[src/rtl/irrigation_sequencer.sv]
// Timed sequencer for the irrigation actuators: settle window, bounded run, mandatory
// rest, latched sensor-conflict fault, and the saturating 3-bit irrigation cycle counter.
module irrigation_sequencer #(
  parameter int unsigned TICK_DIV     = 50000000,
  parameter int unsigned SETTLE_TICKS = 3,
  parameter int unsigned RUN_TICKS    = 10,
  parameter int unsigned REST_TICKS   = 5
) (
  input  logic clock,
  input  logic reset,
  input  logic irrigation_request,
  input  logic splinker_mode_request,
  input  logic conflicting_values,
  input  logic counter_clear,
  output logic splinker_bomb,
  output logic dripper_valvule,
  output logic counter_2,
  output logic counter_1,
  output logic counter_0,
  output logic busy,
  output logic fault
);

  localparam int unsigned MAX_SR    = (SETTLE_TICKS > RUN_TICKS) ? SETTLE_TICKS : RUN_TICKS;
  localparam int unsigned MAX_TICKS = (MAX_SR > REST_TICKS) ? MAX_SR : REST_TICKS;
  localparam int unsigned PW        = (TICK_DIV > 2) ? $clog2(TICK_DIV) : 1;
  localparam int unsigned TW        = (MAX_TICKS > 1) ? $clog2(MAX_TICKS) : 1;
  localparam int unsigned CW        = 3;

  typedef enum logic [2:0] {
    S_IDLE   = 3'd0,
    S_SETTLE = 3'd1,
    S_RUN    = 3'd2,
    S_REST   = 3'd3,
    S_FAULT  = 3'd4
  } state_t;

  state_t        state, state_next;
  logic          mode, mode_next;
  logic [PW-1:0] presc, presc_next;
  logic [TW-1:0] timer, timer_next;
  logic [TW-1:0] limit_m1;
  logic          tick;
  logic          expired;
  logic          restart;
  logic [CW-1:0] count, count_next;
  logic          splinker_d, dripper_d, busy_d, fault_d;

  // State, latched mode and tick/timer registers
  always_ff @(posedge clock) begin
    if (reset) begin
      state <= S_IDLE;
      mode  <= 1'b0;
      presc <= '0;
      timer <= '0;
    end else begin
      state <= state_next;
      mode  <= mode_next;
      presc <= presc_next;
      timer <= timer_next;
    end
  end

  // Duration of the current state, in ticks minus one
  always_comb begin
    limit_m1 = '0;
    case (state)
      S_SETTLE: limit_m1 = TW'(SETTLE_TICKS - 1);
      S_FAULT:  limit_m1 = TW'(SETTLE_TICKS - 1);
      S_RUN:    limit_m1 = TW'(RUN_TICKS - 1);
      S_REST:   limit_m1 = TW'(REST_TICKS - 1);
      default:  limit_m1 = '0;
    endcase
  end

  assign tick    = (presc == PW'(TICK_DIV - 1));
  assign expired = tick && (timer == limit_m1);

  // Next-state logic; priority is conflict, then request loss, then timer expiry
  always_comb begin
    state_next = state;
    mode_next  = mode;
    restart    = 1'b0;
    presc_next = tick ? '0 : presc + PW'(1);
    timer_next = tick ? timer + TW'(1) : timer;

    case (state)
      S_IDLE: begin
        if (conflicting_values) begin
          state_next = S_FAULT;
        end else if (irrigation_request) begin
          state_next = S_SETTLE;
          mode_next  = splinker_mode_request;
        end
      end
      S_SETTLE: begin
        if (conflicting_values) begin
          state_next = S_FAULT;
        end else if (!irrigation_request || (splinker_mode_request != mode)) begin
          state_next = S_IDLE;
        end else if (expired) begin
          state_next = S_RUN;
        end
      end
      S_RUN: begin
        if (conflicting_values) begin
          state_next = S_FAULT;
        end else if (!irrigation_request || expired) begin
          state_next = S_REST;
        end
      end
      S_REST: begin
        if (conflicting_values) begin
          state_next = S_FAULT;
        end else if (expired) begin
          state_next = S_IDLE;
        end
      end
      S_FAULT: begin
        if (conflicting_values) begin
          restart = 1'b1;
        end else if (expired) begin
          state_next = S_IDLE;
        end
      end
      default: begin
        state_next = S_IDLE;
      end
    endcase

    // Timing restarts on every state entry and on each conflict seen while faulted
    if ((state_next != state) || (state == S_IDLE) || restart) begin
      presc_next = '0;
      timer_next = '0;
    end
  end

  // Output decode from the next state so every output is registered alongside state
  always_comb begin
    busy_d     = (state_next != S_IDLE);
    fault_d    = (state_next == S_FAULT);
    splinker_d = (state_next == S_RUN) && mode_next;
    dripper_d  = (state_next == S_RUN) && !mode_next;
    count_next = count;
    if (counter_clear) begin
      count_next = '0;
    end else if ((state_next == S_RUN) && (state != S_RUN) && (count != '1)) begin
      count_next = count + CW'(1);
    end
  end

  // Output registers
  always_ff @(posedge clock) begin
    if (reset) begin
      splinker_bomb   <= 1'b0;
      dripper_valvule <= 1'b0;
      busy            <= 1'b0;
      fault           <= 1'b0;
      count           <= '0;
    end else begin
      splinker_bomb   <= splinker_d;
      dripper_valvule <= dripper_d;
      busy            <= busy_d;
      fault           <= fault_d;
      count           <= count_next;
    end
  end

  assign {counter_2, counter_1, counter_0} = count;

endmodule

[config.mk]
export PLATFORM = sky130hd
export DESIGN_NAME = irrigation_sequencer
export DESIGN_NICKNAME = d
export VERILOG_FILES = /design/src/rtl/irrigation_sequencer.sv
export SDC_FILE = /design/constraint.sdc
export NUM_CORES = 1
export LEC_CHECK = 0
export ABC_AREA = 0
export BUFFER_PORTS_ARGS = -buffer_cell sky130_fd_sc_hd__buf_4
export CAP_MARGIN = 20
export CORE_MARGIN = 3
export CORE_UTILIZATION = 55
export CTS_CLUSTER_SIZE = 10
export DETAILED_ROUTE_END_ITERATION = 8
export PLACE_DENSITY_LB_ADDON = 0.15
export SYNTH_ARGS = -nofsm -noshare
export SYNTH_HDL_FRONTEND = slang
export SYNTH_SLANG_ARGS = --single-unit
[constraint.sdc]
create_clock -name clock -period 5.4 [get_ports clock]
set_input_delay 1.08 -clock clock [delete_from_list [all_inputs] [get_ports clock]]
set_output_delay 1.08 -clock clock [all_outputs]
set_load 0.05 [all_outputs]
==> results of run 1 <==
==> metal layers <==
| layer | global-route usage (%) | up-vias |
|---|---|---|
| met1 | 26.4 | 716 |
| met2 | 25.5 | 20 |
| met3 | 4.89 | 2 |
| met4 | 7.61 | 0 |
| met5 | 0 | - |
| li1 | - | 822 |
==> stage by stage <==
| stage | cell area [um2] | hold WS (ns) | setup WS, ns | cells |
|---|---|---|---|---|
| 4_1_cts | 2270 | 0.482 | 2.42 | 293 |
| 2_1_floorplan | 2030 | 0.437 | 2.89 | 233 |
| 3_5_place_dp | 2150 | 0.463 | 2.40 | 285 |
| 6_report | 2270 | 0.478 | 2.41 | 293 |
| 5_1_grt | 2270 | 0.507 | 2.20 | 293 |
| 3_3_place_gp | 2150 | 0.459 | 2.40 | 285 |
==> registers in the layout (all words and copies together) (netlist names) <==
register / flops
fault: 1
dripper_valvule: 1
busy: 1
presc: 26
mode: 1
count: 3
timer: 4
splinker_bomb: 1
state: 3
==> kinds of logic after synthesis <==
group           Yosys count  share of synthesized area (%)
flops                    41                           40.5
buf+inv                  15                           2.84
mux                       6                           3.02
simple gates            117                           30.8
xor+xnor                 32                           14.2
compound gates           18                           6.23
fa+ha+maj                 4                           2.47
==> power breakdown <==
group	leakage (nW)	internal (mW)	switching [mW]	total, mW
sequential	0.331	0.305	0.00309	0.308
combinational	0.437	0.0116	0.0221	0.0336
clock	0.0543	0.138	0.108	0.246
==> worst max-delay path, cell delays in order, from the launching register on <==
cell       delay (ns)
dfxtp_1          0.34
or4b_1           0.54
nor3_2           0.19
nand4b_4         0.24
nor3_2           0.37
mux2i_1          0.45
xnor2_2          0.31
a2111oi_0        0.43
==> synthesized netlist by cell type, types with 2 or more instances <==
cell and instances:
ha_1 4, nor2b_1 2, mux2i_1 5, and3_1 3
xnor2_1 16, nor2_1 43, o21ai_0 2, clkbuf_1 3
nor3_2 2, xor2_1 15, a21boi_1 3, nand3_1 13
nor3_1 15, buf_1 2, dfxtp_1 41, o31ai_1 4
nand4_1 8, nor4_4 2, a21oi_1 3, nand2_1 14
and2_1 2, inv_1 9, or4_1 2
==> layout by cell type (no fill, tap or decap), types with 3 or more instances in the layout <==
cell	n
xor2_1	15
nor2_1	43
o31ai_1	4
inv_1	9
nand4_1	8
ha_1	4
nand2_1	14
and3_1	3
nor3_1	15
buf_4	12
xnor2_1	16
dfxtp_1	41
clkbuf_8	5
a21oi_1	3
a21boi_1	3
mux2i_1	5
nand3_1	13
==> cell type report <==
type / count / area (um2) / share of cell area (%)
repair buffers: 12 / 90.1 / 3.97
clock buffers: 5 / 68.8 / 3.04
clock inverters: 3 / 46.3 / 2.04
well taps: 46 / 57.6 / 2.54
inverters: 9 / 33.8 / 1.49
multi-input cells: 177 / 1150 / 50.7
flip-flops and latches: 41 / 821 / 36.2
==> final timing paths <==
kind	end	slack, ns	cells past startpoint
max	timer[1]$_SDFFE_PP0P_	2.41	7
min	presc[0]$_SDFF_PP0_	0.48	1
max reg2reg	timer[1]$_SDFFE_PP0P_	2.41	7
min reg2reg	presc[0]$_SDFF_PP0_	0.48	1
==> impl_results.md, run 1 <==
- WL/cell: 12.4 um
- Ys flop type: dfxtp_1
- Pleak: 0.823 nW
- Diode count: 0
- Post-Syn Nets: 243
- Max-Cap Viols: 0
- Ratio of cells with drive above 1 in the final layout: 12.1%
- CTS tree: done
- Gate Count Post-Synth: about 230
- Area contributors post-synth: dfxtp_1, nor2_1, xnor2_1
- Area grow syn2layout: 11.8%
- Critical path launch point type: register
- Outcome: finished clean
- Filler Cells Inserted: 292
- Final net count: 256
- Setup bufs post-CTS: 0
- Die Y: ~67 um
- DPL Wire Length: 2.69 mm
- RSZ-0062 raised after global routing: no
- R2r startpoint: presc[16]$_SDFF_PP0_
- Post-synth EDFFs: 0
- Clock Path Buffers: 2
- Final core utilization: 65.9%
- Largest net degree at the start of global routing: 16
- DR iter-0 viols: 77
- Routability congestion estimate: 0.772
- Slew HR: 43.4%
- Top cell type by total area after synthesis: dfxtp_1
- Yosys warnings: 0
- Metal2 WL: 1.53 mm
- Initial antenna violation count: 0
- Max Clock Freq: 0.335 GHz
- Worst setup path class: reg -> reg
- Post-synth top area share: between 40% and 50%
- Cts hold-fix bufs: 0
- IO Count: 13
- Hold WC Path Type: reg -> reg
- Critical path endpoint category: register
- WL met1: around 2 mm
- Slew Limit Fails: 0
- Die X: 66.7 um
- Root buffer cell: clkbuf_8
- Fin Setup TNS: 0 ns
- Final Skew: roughly 0.0058 ns
- Mapped Area: 0.00203 mm2
- Post-synth ARST share: 0%
- Worst-Margin Slew: approximately 0.84 ns
- Critical-path maximum fanout: 15
- Global-route wire length before repair: 6.24 mm
- Crit path from: presc[16]$_SDFF_PP0_
- Reg clk slew, reported paths: 0.08 ns
- Tot Pwr: ~0.59 mW
- FP Rows: 21
- Vias in the first global route: around 1400
- Post-cts sizing count: 0
- Fin crit share: 55.3%
- H-tree Lvls: 2
- Congestion Overflow GR: 0
- Vias post-DR: about 1600
- Worst vdd ir: 283 uV
- Drt total wl: 3.63 mm
- Synth cell types: 43
- Die ar.: around 0.0045 mm2
- DR top layer: met4
- Crit path DAT: 3.16 ns
- WP data required: 5.58 ns
- Buffers on Ports: 12
- Clk_lat worst skew: 0.29 ns
- Initial Util: 58.9%
- # setup viols final: 0
- First-pass DRT Iterations: 4
- HP Start: presc[0]$_SDFF_PP0_
- Residual DRC: 0
- Cell area power density: approximately 260 mW/mm2
- #FFs+latches synth: 41
- Mapped Avg Cell Area: 8.70 um2
- Via/cell ratio: 5.32
- Clock sink total: 41
- CORE AREA: 0.00344 mm2
- Cts bufs inserted: 5
- Post-route ant nets: 0
- Sequential share of the synthesized area: 40.5%
- GRT Total Usage: 18.3%
- Min Clock Period, post-route: 2.99 ns
- Final Hold Viols: 0
- Met3 routed WL: 135 um
Power figures use the tool's default switching activity.
==> run 2, diff against run 1 <==
==> constraint.sdc (replaced) <==
create_clock -name clock -period 3 [get_ports clock]
set_input_delay 0.6 -clock clock [delete_from_list [all_inputs] [get_ports clock]]
set_output_delay 0.6 -clock clock [all_outputs]
set_load 0.05 [all_outputs]
==> impl_results.md, run 2 (synthesis gave the netlist of run 1 again) <==
- Outcome: finished clean
- IO Count: 13
- Routability congestion estimate: 0.866
- WP data required: between 3 and 4 ns
- Cts hold-fix bufs: 0
- Vias in the first global route: 1421
- Reg clk slew, reported paths: about 0.07 ns
- Final core utilization: 66.7%
- DPL Wire Length: 2.74 mm
- Cell area power density: between 400 and 500 mW/mm2
- Setup Slack @ Placement: 0.247 ns
- # setup viols final: 0
- CP endpoint: timer[3]$_SDFFE_PP0P_
- Die X: 66.7 um
- Max-Cap Viols: 0
- Pleak: 0.844 nW
- Cts bufs inserted: 5
- Fin crit share: 89.3%
- Max Clock Freq: 0.373 GHz
- Global-route wire length before repair: 6.39 mm
- Worst hold path stage count: 1
- WL/cell: 12.3 um
- Post-cts sizing count: 0
- Congestion Overflow GR: 0
- Crit path DAT: 2.85 ns
- Crit path from: presc[16]$_SDFF_PP0_
- H-tree Lvls: 2
- Die ar.: 0.00445 mm2
- Area grow syn2layout: 13.1%
- Final Worst Setup Slack: about 0.32 ns
- Critical-path maximum fanout: 11
- Root buffer cell: clkbuf_8
- Top Registers: presc x26, timer x4
- Slew HR: a little over three fifths
- Ratio of cells with drive above 1 in the final layout: 13.2%
- CORE AREA: between 0.003 and 0.004 mm2
- Placed Cells incl. Taps: 288
- DR iter-0 viols: 88
- Via/cell ratio: ~5.3
- Reg-to-Reg End: timer[3]$_SDFFE_PP0P_
- Hold_ws: 0.481 ns
- Largest net degree at the start of global routing: 16
- Worst R2R Path Depth: 8
- Final cell count without fillers: 296
- Drt total wl: 3.64 mm
- Diode count: 0
- Worst setup path class: reg -> reg
- Hold WC Path Type: reg -> reg
- Max incr delay on CP: 0.54 ns
- Residual DRC: 0
- Die Y: 66.7 um
- Setup bufs post-CTS: 0
- Largest Register: presc
- First-pass DRT Iterations: 4
- Fin Setup TNS: 0 ns
- CP cell instances: or4b_1 > nor3_2 > nand4b_4 > nor3_2 > mux2i_2 > xnor2_2 > buf_4 > nor3_1
- R2r startpoint: presc[16]$_SDFF_PP0_
- Min Clock Period, post-route: 2.68 ns
- GRT Total Usage: 18.6%
- Filler Cells Inserted: a little under 300
- FP Rows: 21
- CTS tree: done
- Vias post-DR: 1581
- Clk_lat worst skew: 0.29 ns
- R2r setup slk: 0.32 ns
- Commonest non-fill, non-tap cell in the layout: nor2_1
- Clock sink total: a little over 40
- Initial Util: between 50% and 60%
- Slew Limit Fails: 0
- Worst path slowest cell: or4b_1
- Critical path endpoint category: register
- Final net count: 259
- Initial antenna violation count: 0
- Final Hold Viols: 0
- Largest register FFs: 26
- Worst-Margin Slew: around 0.55 ns
- Buffers on Ports: 12
- Worst vdd ir: 263 uV
- Final Skew: 0.00546 ns
- Post-route ant nets: 0
- Cell repeated most along the worst path: nor3_2
- RSZ-0062 raised after global routing: no
- Critical path launch point type: register
- Most frequent cells in the layout: nor2_1, dfxtp_1, xnor2_1
- Clock Path Buffers: 2
[run 2: cell types whose count changed in the layout (fill, tap and decap cells not counted)]
cell,previous run,this run
buf_4,12,15
clkbuf_1,0,1
clkbuf_8,5,6
clkinv_4,1,0
clkinvlp_4,1,0
mux2i_1,5,4
mux2i_2,0,1
[run 2: power breakdown]
part           switching [mW]  leakage [nW]  total [mW]  internal (mW)
sequential            0.00450         0.331       0.553          0.549
combinational          0.0421         0.454      0.0662         0.0240
clock                   0.179        0.0585       0.450          0.271
total                   0.226         0.844        1.07          0.844
[run 2: layout make-up]
type	count	area [um2]	share of cell area, %
Multi-Input combinational cell	177	1150	50.3
Sequential cell	41	821	35.8
Timing Repair Buffer	15	113	4.91
Clock buffer	7	86.3	3.76
Tap cell	46	57.6	2.51
Inverter	9	33.8	1.47
Clock inverter	1	30.0	1.31
[run 2: worst max-delay path, delay by kind of cell, from the launching register on]
family	cells	cell delay, ns
flops	1	0.34
simple gates	5	1.39
buf+inv	1	0.24
xor+xnor	1	0.20
mux	1	0.40
[run 2: routing by layer]
| metal | routed length, um | up-vias | GRT usage, % |
|---|---|---|---|
| met1 | 1920 | 714 | 27.8 |
| met2 | 1480 | 34 | 25.9 |
| met3 | 180 | 6 | 4.05 |
| li1 | - | 827 | - |
| met4 | 59 | 0 | 6.85 |
| met5 | 0 | - | 0 |
[run 2: stage by stage]
step                total power [mW]  cell area, um2
floorplan                      0.610            2030
global placement               0.631            2170
detailed placement             0.631            2170
CTS                             1.08            2290
global route                    1.11            2290
finish                          1.07            2290
[run 2: worst min path at each step]
stage | to | slack [ns] | start
finish | presc[0]$_SDFF_PP0_ | 0.48 | presc[0]$_SDFF_PP0_
global placement | presc[0]$_SDFF_PP0_ | 0.46 | presc[0]$_SDFF_PP0_
CTS | presc[0]$_SDFF_PP0_ | 0.49 | presc[0]$_SDFF_PP0_
floorplan | presc[0]$_SDFF_PP0_ | 0.44 | presc[0]$_SDFF_PP0_
global route | state[0]$_SDFF_PP0_ | 0.53 | reset
detailed placement | presc[0]$_SDFF_PP0_ | 0.47 | presc[0]$_SDFF_PP0_
